## config.mk

```make
export PLATFORM = sky130hd
export DESIGN_NAME = addsub_arbiter_flat
export DESIGN_NICKNAME = d
export VERILOG_FILES = /design/src/rtl/addsub_arbiter_if.sv /design/src/rtl/addsub_arbiter.sv /design/src/flat_wrapper.sv
export SDC_FILE = /design/constraint.sdc
export NUM_CORES = 1
export LEC_CHECK = 0
export ABC_AREA = 1
export ABC_CLOCK_PERIOD_IN_PS = 2100
export BUFFER_PORTS_ARGS = -buffer_cell sky130_fd_sc_hd__buf_2
export CAP_MARGIN = 10
export CORE_MARGIN = 3
export CORE_UTILIZATION = 48
export DETAILED_ROUTE_END_ITERATION = 8
export PLACE_DENSITY = 0.76
export SYNTH_ARGS = -nofsm -noshare
export SYNTH_HDL_FRONTEND = slang
export SYNTH_SLANG_ARGS = --single-unit
export TNS_END_PERCENT = 50
```

## constraint.sdc

```tcl
create_clock -name clk -period 2.1 [get_ports clk]
set_input_delay 0.63 -clock clk [delete_from_list [all_inputs] [get_ports clk]]
set_output_delay 0.63 -clock clk [all_outputs]
set_load 0.05 [all_outputs]
```

## src/rtl/addsub_arbiter_if.sv

```systemverilog
// Request/response bus between two clients, their result consumer and the
// shared adder-subtractor arbiter.
//   master : client side; drives requests and rsp_ready, observes grants/results
//   slave  : arbiter side; drives req_ready and the rsp_* result
// Requester i uses bit i of req_valid/req_ready/req_mode and slice
// [i*WIDTH +: WIDTH] of req_a/req_b.
// OVERFLOW_FLAG_EN adds the rsp_ovf result bit.
interface addsub_arbiter_if #(
  parameter int unsigned WIDTH = 4
) ();

  logic [1:0]         req_valid;
  logic [1:0]         req_ready;
  logic [1:0]         req_mode;
  logic [2*WIDTH-1:0] req_a;
  logic [2*WIDTH-1:0] req_b;
  logic               rsp_valid;
  logic               rsp_ready;
  logic               rsp_id;
  logic [WIDTH-1:0]   rsp_sum;
  logic               rsp_carry;
`ifdef OVERFLOW_FLAG_EN
  logic               rsp_ovf;
`endif

  modport master (
`ifdef OVERFLOW_FLAG_EN
    input  rsp_ovf,
`endif
    output req_valid, req_mode, req_a, req_b, rsp_ready,
    input  req_ready, rsp_valid, rsp_id, rsp_sum, rsp_carry
  );

  modport slave (
`ifdef OVERFLOW_FLAG_EN
    output rsp_ovf,
`endif
    input  req_valid, req_mode, req_a, req_b, rsp_ready,
    output req_ready, rsp_valid, rsp_id, rsp_sum, rsp_carry
  );

endinterface

```

## src/rtl/addsub_arbiter.sv

```systemverilog
// Shares one WIDTH-bit adder-subtractor (mode 0: A+B, mode 1: A-B) between
// two requesters with round-robin arbitration. One operation in flight;
// FSM IDLE -> EXEC -> RESP -> IDLE.
// Ports:
//   clk    : clock, rising edge
//   rst_n  : synchronous active-low reset
//   bus    : addsub_arbiter_if.slave (request handshake + registered result)
//   busy   : 1 whenever the FSM is not in IDLE
// Optional feature: define OVERFLOW_FLAG_EN to add the two's-complement
// overflow result bit bus.rsp_ovf.
module addsub_arbiter #(
  parameter int unsigned WIDTH = 4
) (
  input  logic           clk,
  input  logic           rst_n,
  addsub_arbiter_if.slave bus,
  output logic           busy
);

  localparam int unsigned SUM_W = WIDTH + 1;

  typedef enum logic [1:0] {
    IDLE = 2'd0,
    EXEC = 2'd1,
    RESP = 2'd2
  } state_t;

  state_t             state_q;
  state_t             state_d;
  logic               prio_q;
  logic               op_mode_q;
  logic               op_id_q;
  logic [WIDTH-1:0]   op_a_q;
  logic [WIDTH-1:0]   op_b_q;
  logic               grant_id_c;
  logic               accept_c;
  logic [WIDTH-1:0]   b_eff_c;
  logic [SUM_W-1:0]   sum_c;

  // State register
  always_ff @(posedge clk) begin
    if (!rst_n) state_q <= IDLE;
    else        state_q <= state_d;
  end

  // Next-state logic
  always_comb begin
    state_d = state_q;
    case (state_q)
      IDLE:    if (accept_c) state_d = EXEC;
      EXEC:    state_d = RESP;
      RESP:    if (bus.rsp_ready) state_d = IDLE;
      default: state_d = IDLE;
    endcase
  end

  // Grant / request handshake; the grant is only offered in IDLE and out of reset
  always_comb begin
    grant_id_c    = 1'b0;
    accept_c      = 1'b0;
    bus.req_ready = 2'b00;
    if (bus.req_valid == 2'b11) grant_id_c = prio_q;
    else                        grant_id_c = bus.req_valid[1];
    if (rst_n && (state_q == IDLE) && (|bus.req_valid)) begin
      accept_c                  = 1'b1;
      bus.req_ready[grant_id_c] = 1'b1;
    end
  end

  // Shared adder: subtract is A + ~B + 1
  always_comb begin
    b_eff_c = op_mode_q ? ~op_b_q : op_b_q;
    sum_c   = SUM_W'(op_a_q) + SUM_W'(b_eff_c) + SUM_W'(op_mode_q);
  end

  // Operand capture, result registers, status flags and priority
  always_ff @(posedge clk) begin
    if (!rst_n) begin
      prio_q        <= 1'b0;
      op_mode_q     <= 1'b0;
      op_id_q       <= 1'b0;
      op_a_q        <= '0;
      op_b_q        <= '0;
      bus.rsp_valid <= 1'b0;
      bus.rsp_id    <= 1'b0;
      bus.rsp_sum   <= '0;
      bus.rsp_carry <= 1'b0;
`ifdef OVERFLOW_FLAG_EN
      bus.rsp_ovf   <= 1'b0;
`endif
      busy          <= 1'b0;
    end else begin
      busy          <= (state_d != IDLE);
      bus.rsp_valid <= (state_d == RESP);
      if (accept_c) begin
        op_mode_q <= bus.req_mode[grant_id_c];
        op_id_q   <= grant_id_c;
        op_a_q    <= grant_id_c ? bus.req_a[2*WIDTH-1:WIDTH] : bus.req_a[WIDTH-1:0];
        op_b_q    <= grant_id_c ? bus.req_b[2*WIDTH-1:WIDTH] : bus.req_b[WIDTH-1:0];
      end
      if (state_q == EXEC) begin
        bus.rsp_sum   <= sum_c[WIDTH-1:0];
        bus.rsp_carry <= sum_c[WIDTH];
        bus.rsp_id    <= op_id_q;
`ifdef OVERFLOW_FLAG_EN
        // Effective operands share a sign but the result sign differs
        bus.rsp_ovf   <= (op_a_q[WIDTH-1] == b_eff_c[WIDTH-1]) &&
                         (sum_c[WIDTH-1] != op_a_q[WIDTH-1]);
`endif
      end
      // Priority passes to the other requester only when a response completes
      if ((state_q == RESP) && bus.rsp_ready) prio_q <= ~bus.rsp_id;
    end
  end

endmodule

```

## src/flat_wrapper.sv

```systemverilog
// flat-port wrapper written by rule: the top's interface ports become plain ports
module addsub_arbiter_flat 
#(
  parameter int unsigned WIDTH = 4
)
  (clk, rst_n, busy, bus_req_valid, bus_req_mode, bus_req_a, bus_req_b, bus_rsp_ready, bus_req_ready, bus_rsp_valid, bus_rsp_id, bus_rsp_sum, bus_rsp_carry);
  addsub_arbiter_if #(.WIDTH(WIDTH)) bus_i ();
  input  logic clk;
  input  logic rst_n;
  output logic busy;
  input wire logic [$bits(bus_i.req_valid)-1:0] bus_req_valid;
  input wire logic [$bits(bus_i.req_mode)-1:0] bus_req_mode;
  input wire logic [$bits(bus_i.req_a)-1:0] bus_req_a;
  input wire logic [$bits(bus_i.req_b)-1:0] bus_req_b;
  input wire logic [$bits(bus_i.rsp_ready)-1:0] bus_rsp_ready;
  output wire logic [$bits(bus_i.req_ready)-1:0] bus_req_ready;
  output wire logic [$bits(bus_i.rsp_valid)-1:0] bus_rsp_valid;
  output wire logic [$bits(bus_i.rsp_id)-1:0] bus_rsp_id;
  output wire logic [$bits(bus_i.rsp_sum)-1:0] bus_rsp_sum;
  output wire logic [$bits(bus_i.rsp_carry)-1:0] bus_rsp_carry;
  assign bus_i.req_valid = bus_req_valid;
  assign bus_i.req_mode = bus_req_mode;
  assign bus_i.req_a = bus_req_a;
  assign bus_i.req_b = bus_req_b;
  assign bus_i.rsp_ready = bus_rsp_ready;
  assign bus_req_ready = bus_i.req_ready;
  assign bus_rsp_valid = bus_i.rsp_valid;
  assign bus_rsp_id = bus_i.rsp_id;
  assign bus_rsp_sum = bus_i.rsp_sum;
  assign bus_rsp_carry = bus_i.rsp_carry;
  addsub_arbiter #(.WIDTH(WIDTH)) u_core (.clk(clk), .rst_n(rst_n), .bus(bus_i), .busy(busy));
endmodule
```

## After elaboration in Yosys (flattened, before gate mapping)

Index checks and enable logic that the tools add are counted.
W data, S select, Z words.

- Register bits: 21
- Bits in latches: 0
- Bits in writable memories: 0
- Bits in read-only memories: 0
- Logic and storage cells: 41
- Memories: 0

- $add $sub $neg: 2
- $mul: 0
- Divide/modulo/power cells: 0
- $lt $le $gt $ge: 2
- Equal/unequal tests: 4
- Shifts and indexed selects: 0
- Muxes and demuxes: 13
- Bitwise gates (word level): 2
- Reduce and logical (&&, ||, !) cells: 7

Operator list:

| cell | count |
|---|---|
| $mux W4 | 3 |
| $eq A2 B2 Y1 const B | 3 |
| $mux W2 | 3 |
| $pmux W2 S3 | 1 |
| $add A4 B4 Y5 | 1 |
| $add A5 B1 Y5 | 1 |
| $mux W1 | 5 |
| $logic_and A1 B1 Y1 | 4 |
| $not A4 Y4 | 1 |
| $eq A2 B1 Y1 const B | 1 |
| $logic_not A2 Y1 | 1 |
| $lt A1 B2 Y1 const B | 1 |
| $reduce_bool A2 Y1 | 1 |
| $reduce_or A2 Y1 | 1 |
| $demux W1 S1 | 1 |
| $ge A1 B1 Y1 const B | 1 |
| $not A1 Y1 | 1 |

## Longest topological paths before layout

Gate-level depths: netlist of run 1.

- Depth after elaboration: 7
- Gate-level depth with buffers: 11

## Worst setup path after synthesis of run 1

Ideal clock, no wire load.

- Path kind: input -> output
- From: in bus_req_valid[0]
- To: out bus_req_ready[1]
- Data arrival time: 1667 ps
- Required time: 1470 ps
- Path slack: -197 ps
- Stages: 5
- Path buffers: 1
- Path through: inv_1 -> nand2_1 -> nand4_2 -> buf_2 -> nor2_1

- Longest elaborated chain between the ends: 7
- Elaborated cells between the ends (all ways): 10

RTL lines:

| what | RTL line | RTL |
|---|---|---|
| start: declaration | flat_wrapper.sv:11 | `input wire logic [$bits(bus_i.req_valid)-1:0] bus_req_valid;` |
| $eq A2 B2 Y1 | addsub_arbiter.sv:62 | `if (bus.req_valid == 2'b11) grant_id_c = prio_q;` |
| $mux W1 | addsub_arbiter.sv:62 |  |
| $lt A1 B2 Y1 (implied by the code) or $ge A1 B1 Y1 (tied branches) | addsub_arbiter.sv:66 | `bus.req_ready[grant_id_c] = 1'b1;` |
| $logic_and A1 B1 Y1 (implied by the code) | addsub_arbiter.sv:66 |  |
| $mux W1 (implied by the code) | addsub_arbiter.sv:66 |  |
| $demux W1 S1 | n/a |  |
| $mux W2 * | addsub_arbiter.sv:64 | `if (rst_n && (state_q == IDLE) && (\|bus.req_valid)) begin` |
| end: declaration | flat_wrapper.sv:16 | `output wire logic [$bits(bus_i.req_ready)-1:0] bus_req_ready;` |

Every way passes the cells marked *; elsewhere a longest branch is shown, timed or not.

## Final worst setup path of run 1

- From: in bus_req_valid[0]
- To: out bus_req_ready[0]

Same word-level chain as after synthesis.

==> impl_summary.txt, run 1 <==
----------------------------------------------------
[Outcome]
  Run status ... complete, no violations

[Critical path]
  Nature of the critical path startpoint ... input pin
  Endpoint kind of the worst setup timing path ... output pin
  Cells along the critical path ... buf_2 > inv_1 > nand2_1 > nand4_2 > nor2_1 > clkbuf_4
  WP data required ... 1.47 ns
  Flop2flop setup slack ... 0.57 ns
  Max stage delay cell, worst path ... sky130_fd_sc_hd__clkbuf_4
  Largest driver fanout on the critical path ... 3
  Critical path class ... input pin to output pin
  Data arrival time of the worst path ... 1.39 ns
  Stage delay of the slowest cell on the critical path ... 0.26 ns

[Clock tree]
  H-tree Lvls ... 1
  CTS hold repair buffers ... 0
  Bufs on Longest Clock Path ... 2
  Clock network latency to the later pin of the worst-skew pair ... about 0.31 ns
  Total of cells resized after clock tree synthesis ... 0
  Number of buffers created by CTS ... 3
  Clock tree from TritonCTS ... done
  Total clock sinks ... 21
  Buffer cell driving the clock tree root ... sky130_fd_sc_hd__clkbuf_4
  Clock-pin slew on the worst setup and hold paths ... 0.12 ns
  Post-CTS setup buffers ... 0

[Run]
  Max-cap check violation count ... 0

[Power and ir drop]
  Post-layout power ... 904.8 uW
  Switching Fraction ... between 30% and 40%
  Power density of the placed cells ... just over 700 nW/um2
  Switching Power ... about 310 uW
  Internal power consumption ... approximately 590 uW
  Relative contribution of combinational cells to total power ... between 20% and 30%
  Leakage power total ... about 0.00066 uW
  VDD IR max ... 0.4503 mV
  Part of the power in the clock network ... approximately 22%
  Power share of the sequential group ... 49.9%

[Cells and area]
  Final Core Density ... 63.50%
  Share of cells above drive strength 1 ... 24.18%
  Post-layout nets ... 210
  Total inserted antenna cells ... 0
  Final Non-Filler Cells ... 209
  Area overhead of the layout relative to synthesis ... 23.60%

[Detailed routing]
  Final routed wire length divided by cell count ... 10.12 um
  Routed via count ... 991
  Via/cell ratio ... 4.742
  Starting DRT DRC Count ... 6
  1st-pass router iterations ... 5
  Number of remaining DRC errors ... 0
  Total routed wirelength ... about 2100 um
  Number of nets with antenna violations after detailed routing ... 0

[Global route]
  Number of antenna violations at the first check in global routing ... 0
  Via count of the first global-routing pass ... between 900 and 1000
  Largest net degree at the start of global routing ... 14
  GR Util All Layers ... 18.23%
  Wire length of the first global-routing pass ... 3677 um
  Sum of overflow across all layers after global routing ... 0

[Min path]
  Type of the worst min-delay path ... flop to flop

[Floorplanning]
  Y dimension of the die ... 52.29 um
  Top-level I/O count ... 33
  Effective utilization at floorplan ... roughly 51%
  Die outline width ... 52.29 um
  Core area ... 2002 um2
  Floorplan die area ... 2734 um2
  Floorplan row count ... 16

[Placement]
  Number of cells in the design after placement ... 205
  Port buffer count ... 32
  Detailed-placement wirelength estimate ... about 1700 um
  RD Place Congestion ... 0.7338

[Synth]
  Count of state elements after synthesis ... 21
  Number of standard cells after synthesis ... 146
  Top post-synthesis cells by count ... 55 x sky130_fd_sc_hd__nand2_1, 21 x sky130_fd_sc_hd__dfxtp_1, 15 x sky130_fd_sc_hd__a21oi_1
  Unique cell type count in the Yosys netlist ... 20
  EDFF count, synth ... 0
  Syn_nets ... 173
  Post-synthesis cell area ... 1028 um2
  Area share of the leading cell type in the synthesized netlist ... between 40% and 50%
  Most used flip-flop cell after synthesis ... sky130_fd_sc_hd__dfxtp_1
  Ys async rst share ... 0%
  Synth Warn # ... 0
  Main area contributors after synthesis ... sky130_fd_sc_hd__dfxtp_1 41%, sky130_fd_sc_hd__nand2_1 20%, sky130_fd_sc_hd__a21oi_1 7.3%, sky130_fd_sc_hd__inv_1 5.1%, sky130_fd_sc_hd__o21ai_0 4.4%
  Largest area contributor in the synthesized netlist ... sky130_fd_sc_hd__dfxtp_1
  Cell with the most instances after synthesis ... sky130_fd_sc_hd__nand2_1
  Sequential-to-total area share from yosys stat ... between 40% and 50%
  Synthesized area per cell ... 7.044 um2

[STA]
  Final Max Slew Viols ... 0
  Skew final ... roughly 0.0054 ns
  Maximum operating frequency ... 493.9 MHz
  Transition at the pin with the smallest max-transition slack ... 0.3615 ns
  Setup-failing EPs final ... 0
  RSZ-0062 raised after global routing ... false
  Setup TNS ... 0 ns
  Fin. Hold Viols ... 0
  Final critical-path share of the clock period ... between 90 and 100%
  Worst slew margin ... 75.87%
  Post-layout minimum cycle time ... 2.025 ns

----------------------------------------------------
==> layout make-up <==
class                           instances  area, um2
Fill cell                             203      730.7
Multi-Input combinational cell        107      533.0
Sequential cell                        21      420.4
Timing Repair Buffer                   36      205.2
Inverter                               14      52.55
Tap cell                               27      33.78
Clock buffer                            4      26.28
==> critical path: cells and delay by family <==
family	cells	cell delay, ns
buffers and inverters	3	0.40
AND/OR/NAND/NOR	3	0.37
==> metrics by stage <==
stage	setup WS, ns	instance area, um2	hold slack [ns]
after detailed placement	0.05221	1242	0.4601
final	0.07523	1271	0.4757
after global placement	0.06251	1242	0.4510
after floorplan	-0.05744	1031	0.4490
after CTS	0.05295	1269	0.4782
after global routing	0.01559	1271	0.5067
==> per-layer routing <==
| layer | GRT usage (%) | wire length [um] | vias up |
|---|---|---|---|
| met5 | 0 | 0 | - |
| met4 | 10.21 | 50 | 0 |
| met3 | 3.419 | 90 | 5 |
| met2 | 32.02 | 1054 | 22 |
| met1 | 20.28 | 920 | 433 |
| li1 | - | - | 531 |
==> cell families after synthesis <==
| group | Yosys count | synth area share (%) |
|---|---|---|
| compound gates | 26 | 13.38 |
| xor+xnor | 5 | 4.259 |
| fa+ha+maj | 4 | 5.597 |
| buf+inv | 18 | 7.541 |
| flops | 21 | 40.88 |
| simple gates | 72 | 28.34 |
==> state kept, by name, summed over array words and instances, names as in the netlist <==
register / cells
u_core.busy: 1
u_core.bus.rsp_id: 1
u_core.bus.rsp_carry: 1
u_core.op_id_q: 1
u_core.op_b_q: 4
u_core.op_a_q: 4
u_core.bus.rsp_valid: 1
u_core.state_q: 2
u_core.prio_q: 1
u_core.bus.rsp_sum: 4
u_core.op_mode_q: 1
==> cells in the final DEF (no fill, tap or decap) <==
| cell | netlist | final |
|---|---|---|
| sky130_fd_sc_hd__nand2_1 | 55 | 55 |
| sky130_fd_sc_hd__buf_2 | 1 | 31 |
| sky130_fd_sc_hd__dfxtp_1 | 21 | 21 |
| sky130_fd_sc_hd__a21oi_1 | 15 | 15 |
| sky130_fd_sc_hd__inv_1 | 14 | 14 |
| sky130_fd_sc_hd__nor2_1 | 11 | 10 |
| sky130_fd_sc_hd__o21ai_0 | 9 | 9 |
| sky130_fd_sc_hd__clkbuf_4 | 0 | 4 |
| sky130_fd_sc_hd__xor2_1 | 3 | 3 |
| sky130_fd_sc_hd__nand3_1 | 3 | 3 |
| sky130_fd_sc_hd__ha_1 | 3 | 3 |
| sky130_fd_sc_hd__buf_4 | 0 | 3 |
| sky130_fd_sc_hd__xnor2_1 | 2 | 2 |
| sky130_fd_sc_hd__a21oi_2 | 1 | 1 |
| sky130_fd_sc_hd__nand4_2 | 1 | 1 |
| sky130_fd_sc_hd__o21ai_2 | 1 | 1 |
| sky130_fd_sc_hd__nor2_2 | 0 | 1 |
| sky130_fd_sc_hd__nor2_4 | 1 | 1 |
| sky130_fd_sc_hd__nor3_1 | 1 | 1 |
| sky130_fd_sc_hd__fa_1 | 1 | 1 |
| sky130_fd_sc_hd__clkbuf_1 | 1 | 1 |
| sky130_fd_sc_hd__buf_12 | 0 | 1 |
==> power groups by stage <==
stage	logic [uW]	clock network [uW]	registers, uW
after floorplan	131	0	514
after global placement	251	0	459
after detailed placement	256	0	461
after CTS	258	203	452
after global routing	287	212	455
final	256	197	451
==> final timing paths <==
| check | end | startpoint | cells after the start |
|---|---|---|---|
| max | bus_req_ready[0] | bus_req_valid[0] | 6 |
| min | u_core.op_a_q[3] | u_core.op_a_q[3] | 2 |
| max reg2reg | u_core.bus.rsp_sum[3] | u_core.op_mode_q | 10 |
| min reg2reg | u_core.op_a_q[3] | u_core.op_a_q[3] | 2 |
(Power assumes the default switching activity.)
==> inputs of run 2 (changes only) <==
--- a/config.mk
+++ b/config.mk
@@ -10,9 +10,9 @@
 export BUFFER_PORTS_ARGS = -buffer_cell sky130_fd_sc_hd__buf_2
 export CAP_MARGIN = 10
 export CORE_MARGIN = 3
-export CORE_UTILIZATION = 48
+export CORE_UTILIZATION = 49
 export DETAILED_ROUTE_END_ITERATION = 8
-export PLACE_DENSITY = 0.76
+export PLACE_DENSITY = 0.77
 export SYNTH_ARGS = -nofsm -noshare
 export SYNTH_HDL_FRONTEND = slang
 export SYNTH_SLANG_ARGS = --single-unit
==> run 2 against run 1 <==
Sequential cell count is the same. Clock power shrank 6%. Power shrank 1.7%. Hold slack gained 0.0025 ns. Clock-buffer cell count shrank 1. Setup slack gained 0.018 ns. First-iteration DRC count grew 83%. Via count shrank 1.7%. Register-to-register slack lost 0.03 ns. Clock skew grew 0.0022 ns.
==> impl_summary.txt, run 2 (same netlist as run 1, synthesis figures left out) <==
----------------------------------------------------
[STA]
  RSZ-0062 raised after global routing ... false
  Skew final ... 0.007566 ns
  Fin. Hold Viols ... 0
  Final Max Slew Viols ... 0
  Final critical-path share of the clock period ... 95.54%
  Transition at the pin with the smallest max-transition slack ... 0.3522 ns
  Setup-failing EPs final ... 0
  Post-layout minimum cycle time ... 2.006 ns
  Worst hold-check slack ... about 0.48 ns
  Maximum operating frequency ... 498.4 MHz
  Worst slew margin ... 76.50%

[Placement]
  Detailed-placement wirelength estimate ... ~1700 um
  RD Place Congestion ... 0.7752
  Port buffer count ... 32

[Critical path]
  Endpoint kind of the worst setup timing path ... output pin
  Cell type with the highest occurrence count on the critical path ... sky130_fd_sc_hd__buf_2
  WP data required ... around 1.5 ns
  Max stage delay cell, worst path ... sky130_fd_sc_hd__buf_2
  Largest driver fanout on the critical path ... 3
  Cells along the critical path ... buf_2 > inv_1 > nand2_1 > nand4_2 > nor2_1 > buf_2
  Data arrival time of the worst path ... 1.38 ns
  Critical path class ... input pin to output pin
  Nature of the critical path startpoint ... input pin
  Stage delay of the slowest cell on the critical path ... 0.28 ns

[Clock tree]
  Total of cells resized after clock tree synthesis ... 0
  Clock-pin slew on the worst setup and hold paths ... 0.11 ns
  Buffer cell driving the clock tree root ... sky130_fd_sc_hd__clkbuf_4
  Clock tree from TritonCTS ... done
  Post-CTS setup buffers ... 0
  H-tree Lvls ... 1
  Bufs on Longest Clock Path ... 2
  CTS hold repair buffers ... 0
  Clock network latency to the later pin of the worst-skew pair ... 0.29 ns
  Number of buffers created by CTS ... 3
  Total clock sinks ... 21

[Cells and area]
  Area overhead of the layout relative to synthesis ... 22.02%
  Largest registers in the final layout ... u_core.bus.rsp_sum x4, u_core.op_a_q x4, u_core.op_b_q x4
  Most frequent standard cell in the layout excluding fill and tap cells ... sky130_fd_sc_hd__nand2_1
  Leading cell types in the layout, fill and taps excluded ... 55 x sky130_fd_sc_hd__nand2_1, 32 x sky130_fd_sc_hd__buf_2, 21 x sky130_fd_sc_hd__dfxtp_1
  Total inserted antenna cells ... 0
  Share of cells above drive strength 1 ... 24.73%
  Number of filler cells placed in the layout ... 161
  Post-layout nets ... between 200 and 250

[Power and ir drop]
  Post-layout power ... 889.5 uW
  VDD IR max ... 0.3785 mV
  Internal power consumption ... 586.8 uW
  Power share of the sequential group ... 50.8%
  Power density of the placed cells ... 708.8 nW/um2
  Leakage power total ... 0.0006582 uW
  Switching Fraction ... 34.03%
  Switching Power ... 302.7 uW
  Relative contribution of combinational cells to total power ... between 20% and 30%
  Part of the power in the clock network ... 20.9%

[Detailed routing]
  Number of remaining DRC errors ... 0
  Routed via count ... 974
  Total routed wirelength ... 2079 um
  1st-pass router iterations ... 4
  Via/cell ratio ... roughly 4.7
  Final routed wire length divided by cell count ... 10.04 um
  Starting DRT DRC Count ... 11
  Number of nets with antenna violations after detailed routing ... 0

[Floorplanning]
  Core area ... 1858 um2
  Y dimension of the die ... slightly above 50 um
  Effective utilization at floorplan ... 55.35%
  Top-level I/O count ... 33
  Floorplan row count ... 15
  Die outline width ... 51.82 um
  Floorplan die area ... 2685 um2

[Outcome]
  Run status ... complete, no violations

[Global route]
  Via count of the first global-routing pass ... slightly above 900
  GR Util All Layers ... between 10% and 20%
  Number of antenna violations at the first check in global routing ... 0
  Sum of overflow across all layers after global routing ... 0
  Wire length of the first global-routing pass ... 3622 um
  Largest net degree at the start of global routing ... 14

[Min path]
  Type of the worst min-delay path ... flop to flop

[Run]
  Max-cap check violation count ... 0

----------------------------------------------------
run 2: critical path, delay by kind of cell:
| kind | cells | cell delay (ns) |
|---|---|---|
| buf+inv | 3 | 0.42 |
| simple gates | 3 | 0.32 |
run 2: power by group through the flow:
stage	registers (uW)	logic [uW]	clock network (uW)
floorplan	514	131	0
global placement	459	247	0
detailed placement	461	252	0
CTS	453	254	191
global route	456	280	208
finish	452	251	186
run 2: worst paths after layout:
path	from	endpoint	slack, ns	cells past startpoint
min reg2reg	u_core.bus.rsp_id	u_core.bus.rsp_id	0.48	2
max	bus_req_valid[0]	bus_req_ready[0]	0.09	6
min	u_core.bus.rsp_id	u_core.bus.rsp_id	0.48	2
max reg2reg	u_core.op_mode_q	u_core.bus.rsp_sum[3]	0.54	10
run 2: area by class of cell:
class	instances	area, um2	area share, %
sequential	21	420.4	33.50
tap	25	31.28	2.493
clock inverter	1	5.005	0.3988
clock buffer	3	22.52	1.795
multi-input combinational	107	533.0	42.47
inverter	14	52.55	4.187
timing repair buffer	36	190.2	15.15
run 2: stage by stage:
stage          cell area, um2  std cells  TNS (ns)  setup WS, ns  utilization, %
2_1_floorplan            1031        146  -0.05744      -0.05744               -
3_3_place_gp             1227        203         0        0.1134           66.06
3_5_place_dp             1227        203         0       0.09592           66.06
4_1_cts                  1255        207         0       0.08883           67.54
5_1_grt                  1255        207         0       0.02314           67.54
6_report                 1255        207         0       0.09370           67.54
run 2: metal layers:
metal	vias up	track usage [%]	share of wire [%]
met2	25	32.84	51
met5	-	0	0
li1	527	-	-
met1	420	20.04	43
met3	2	3.438	5.2
met4	0	6.550	0.82
==> inputs of run 3 (changes only) <==
--- a/config.mk
+++ b/config.mk
@@ -10,9 +10,10 @@
 export BUFFER_PORTS_ARGS = -buffer_cell sky130_fd_sc_hd__buf_2
 export CAP_MARGIN = 10
 export CORE_MARGIN = 3
-export CORE_UTILIZATION = 49
+export CORE_UTILIZATION = 40
 export DETAILED_ROUTE_END_ITERATION = 8
-export PLACE_DENSITY = 0.77
+export PLACE_DENSITY = 0.65
+export REMOVE_ABC_BUFFERS = 1
 export SYNTH_ARGS = -nofsm -noshare
 export SYNTH_HDL_FRONTEND = slang
 export SYNTH_SLANG_ARGS = --single-unit
==> constraint.sdc (replaced) <==
create_clock -name clk -period 2.1 [get_ports clk]
set_input_delay 0.21 -clock clk [delete_from_list [all_inputs] [get_ports clk]]
set_output_delay 0.21 -clock clk [all_outputs]
set_load 0.05 [all_outputs]
==> run 3 against run 2 <==
Clock skew is 0.0048 ns lower. Register-to-register slack better by 0.02 ns. Non-clock buffer count is 4 lower. Sequential cell count stayed put. Power is 0.14% higher. Global-route usage is 3.0 points lower. Sequential power hardly changed. Maximum frequency is 11% higher. Final cell count is 0.48% lower. Via count is 1.1% higher. Die area is 20% higher. First-iteration DRC count is 100% higher. Critical path type is now flop to output pin. Critical endpoint unchanged. Highest routed layer unchanged.
==> impl_summary.txt, run 3 (same netlist as run 1, synthesis figures left out) <==
----------------------------------------------------
[Outcome]
  Run status ... complete, no violations

[Global route]
  Number of antenna violations at the first check in global routing ... 0
  Via count of the first global-routing pass ... 929
  Sum of overflow across all layers after global routing ... 0
  Met1 usage ... 17.11%
  Wire length of the first global-routing pass ... about 3900 um
  GR Util All Layers ... 14.83%
  Largest net degree at the start of global routing ... 14
  Met2 usage in global routing ... 26.90%
  Busiest layer in global routing ... met2
  Routing usage on met3 ... 4.138%

[STA]
  Setup-failing EPs final ... 0
  Fin. Hold Viols ... 0
  Post-layout minimum cycle time ... 1.805 ns
  Final Max Slew Viols ... 0
  Setup TNS ... 0 ns
  RSZ-0062 raised after global routing ... false
  Maximum operating frequency ... 554.1 MHz
  Worst slew margin ... 73.51%
  Final critical-path share of the clock period ... 85.94%
  Transition at the pin with the smallest max-transition slack ... 0.3973 ns
  Worst hold-check slack ... between 0.15 and 0.2 ns
  Skew final ... 0.002718 ns
  Post-route worst setup slack ... 0.2953 ns

[Critical path]
  Endpoint kind of the worst setup timing path ... output pin
  WP data required ... about 1.9 ns
  Critical path class ... flop to output pin
  Nature of the critical path startpoint ... flop
  Data arrival time of the worst path ... 1.59 ns
  Largest driver fanout on the critical path ... 13

[Clock tree]
  Total of cells resized after clock tree synthesis ... 0
  Total clock sinks ... 21
  Clock-pin slew on the worst setup and hold paths ... 0.12 ns
  Clock tree from TritonCTS ... done
  Bufs on Longest Clock Path ... 2
  Buffer cell driving the clock tree root ... sky130_fd_sc_hd__clkbuf_4
  CTS hold repair buffers ... 0
  Post-CTS setup buffers ... 0
  H-tree Lvls ... 1
  Number of buffers created by CTS ... 3
  Clock network latency to the later pin of the worst-skew pair ... roughly 0.31 ns

[Detailed routing]
  1st-pass router iterations ... 4
  Starting DRT DRC Count ... 22
  Number of nets with antenna violations after detailed routing ... 0
  Routed via count ... 985
  Via/cell ratio ... 4.782
  Total routed wirelength ... 2189 um
  Number of remaining DRC errors ... 0
  Final routed wire length divided by cell count ... 10.63 um

[Placement]
  Port buffer count ... 32
  Detailed-placement wirelength estimate ... 1767 um
  Post-placement worst setup slack ... just under 0.6 ns
  RD Place Congestion ... 0.8182

[Power and ir drop]
  Leakage power total ... around 0.00064 uW
  VDD IR max ... 0.4629 mV
  Post-layout power ... 890.8 uW
  Power density of the placed cells ... 726.4 nW/um2

[Min path]
  Type of the worst min-delay path ... input pin to flop

[Cells and area]
  Total inserted antenna cells ... 0
  Leading cell types in the layout, fill and taps excluded ... 55 x sky130_fd_sc_hd__nand2_1, 32 x sky130_fd_sc_hd__buf_2, 21 x sky130_fd_sc_hd__dfxtp_1
  Share of cells above drive strength 1 ... about 22%
  Final Core Density ... 52.89%
  Post-layout nets ... 206
  Largest registers in the final layout ... u_core.bus.rsp_sum x4, u_core.op_a_q x4, u_core.op_b_q x4
  Area overhead of the layout relative to synthesis ... 19.22%
  Most frequent standard cell in the layout excluding fill and tap cells ... sky130_fd_sc_hd__nand2_1

[Run]
  Max-cap check violation count ... 0

[Floorplanning]
  Top-level I/O count ... 33
  Die outline width ... 56.71 um
  Y dimension of the die ... 56.71 um
  Effective utilization at floorplan ... 44.36%
  Floorplan die area ... 3215 um2
  Floorplan row count ... 17
  Core area ... 2318 um2

----------------------------------------------------
-- run 3: cell count changes in the layout (fill, tap and decap cells not counted), sizes merged --
cell	previous run	this run
buf	36	32
-- run 3: layer usage --
| layer | part of all wire [%] | wire length, um |
|---|---|---|
| met5 | 0 | 0 |
| met4 | 0.82 | 18 |
| met3 | 6.3 | 138 |
| met2 | 49 | 1066 |
| met1 | 44 | 967 |
-- run 3: worst max-delay path, stage by stage (launching register included) --
cell                      delay, ns
sky130_fd_sc_hd__dfxtp_1       0.32
sky130_fd_sc_hd__inv_1         0.15
sky130_fd_sc_hd__nand4_2       0.32
sky130_fd_sc_hd__nor2_1        0.21
sky130_fd_sc_hd__buf_2         0.29
-- run 3: cell type report --
class | count | area (um2)
clock inverters | 1 | 5.005
well taps | 28 | 35.03
inverters | 14 | 52.55
repair buffers | 32 | 160.2
fillers | 238 | 1092
multi-input cells | 107 | 530.5
clock buffers | 3 | 22.52
flip-flops and latches | 21 | 420.4
-- run 3: worst paths after layout --
check                                        from               endpoint  slack (ns)  cells after the start
worst max register to register   u_core.op_mode_q  u_core.bus.rsp_sum[3]        0.56                     10
worst max-delay path            u_core.state_q[0]       bus_req_ready[0]        0.30                      4
worst min-delay path                bus_rsp_ready          u_core.prio_q        0.19                      3
worst min register to register   u_core.op_a_q[3]       u_core.op_a_q[3]        0.48                      2
-- run 3: stage by stage --
step | cell area (um2) | std cells
after global routing | 1226 | 206
after detailed placement | 1199 | 202
final | 1226 | 206
after floorplan | 1003 | 142
after CTS | 1226 | 206
after global placement | 1199 | 202
-- run 3: where the power goes --
part / switching, uW / internal [uW] / leakage, uW
clock network: 125 / 71.2 / 0.0000177
registers: 20.4 / 432 / 0.000172
logic: 166 / 77.1 / 0.000449
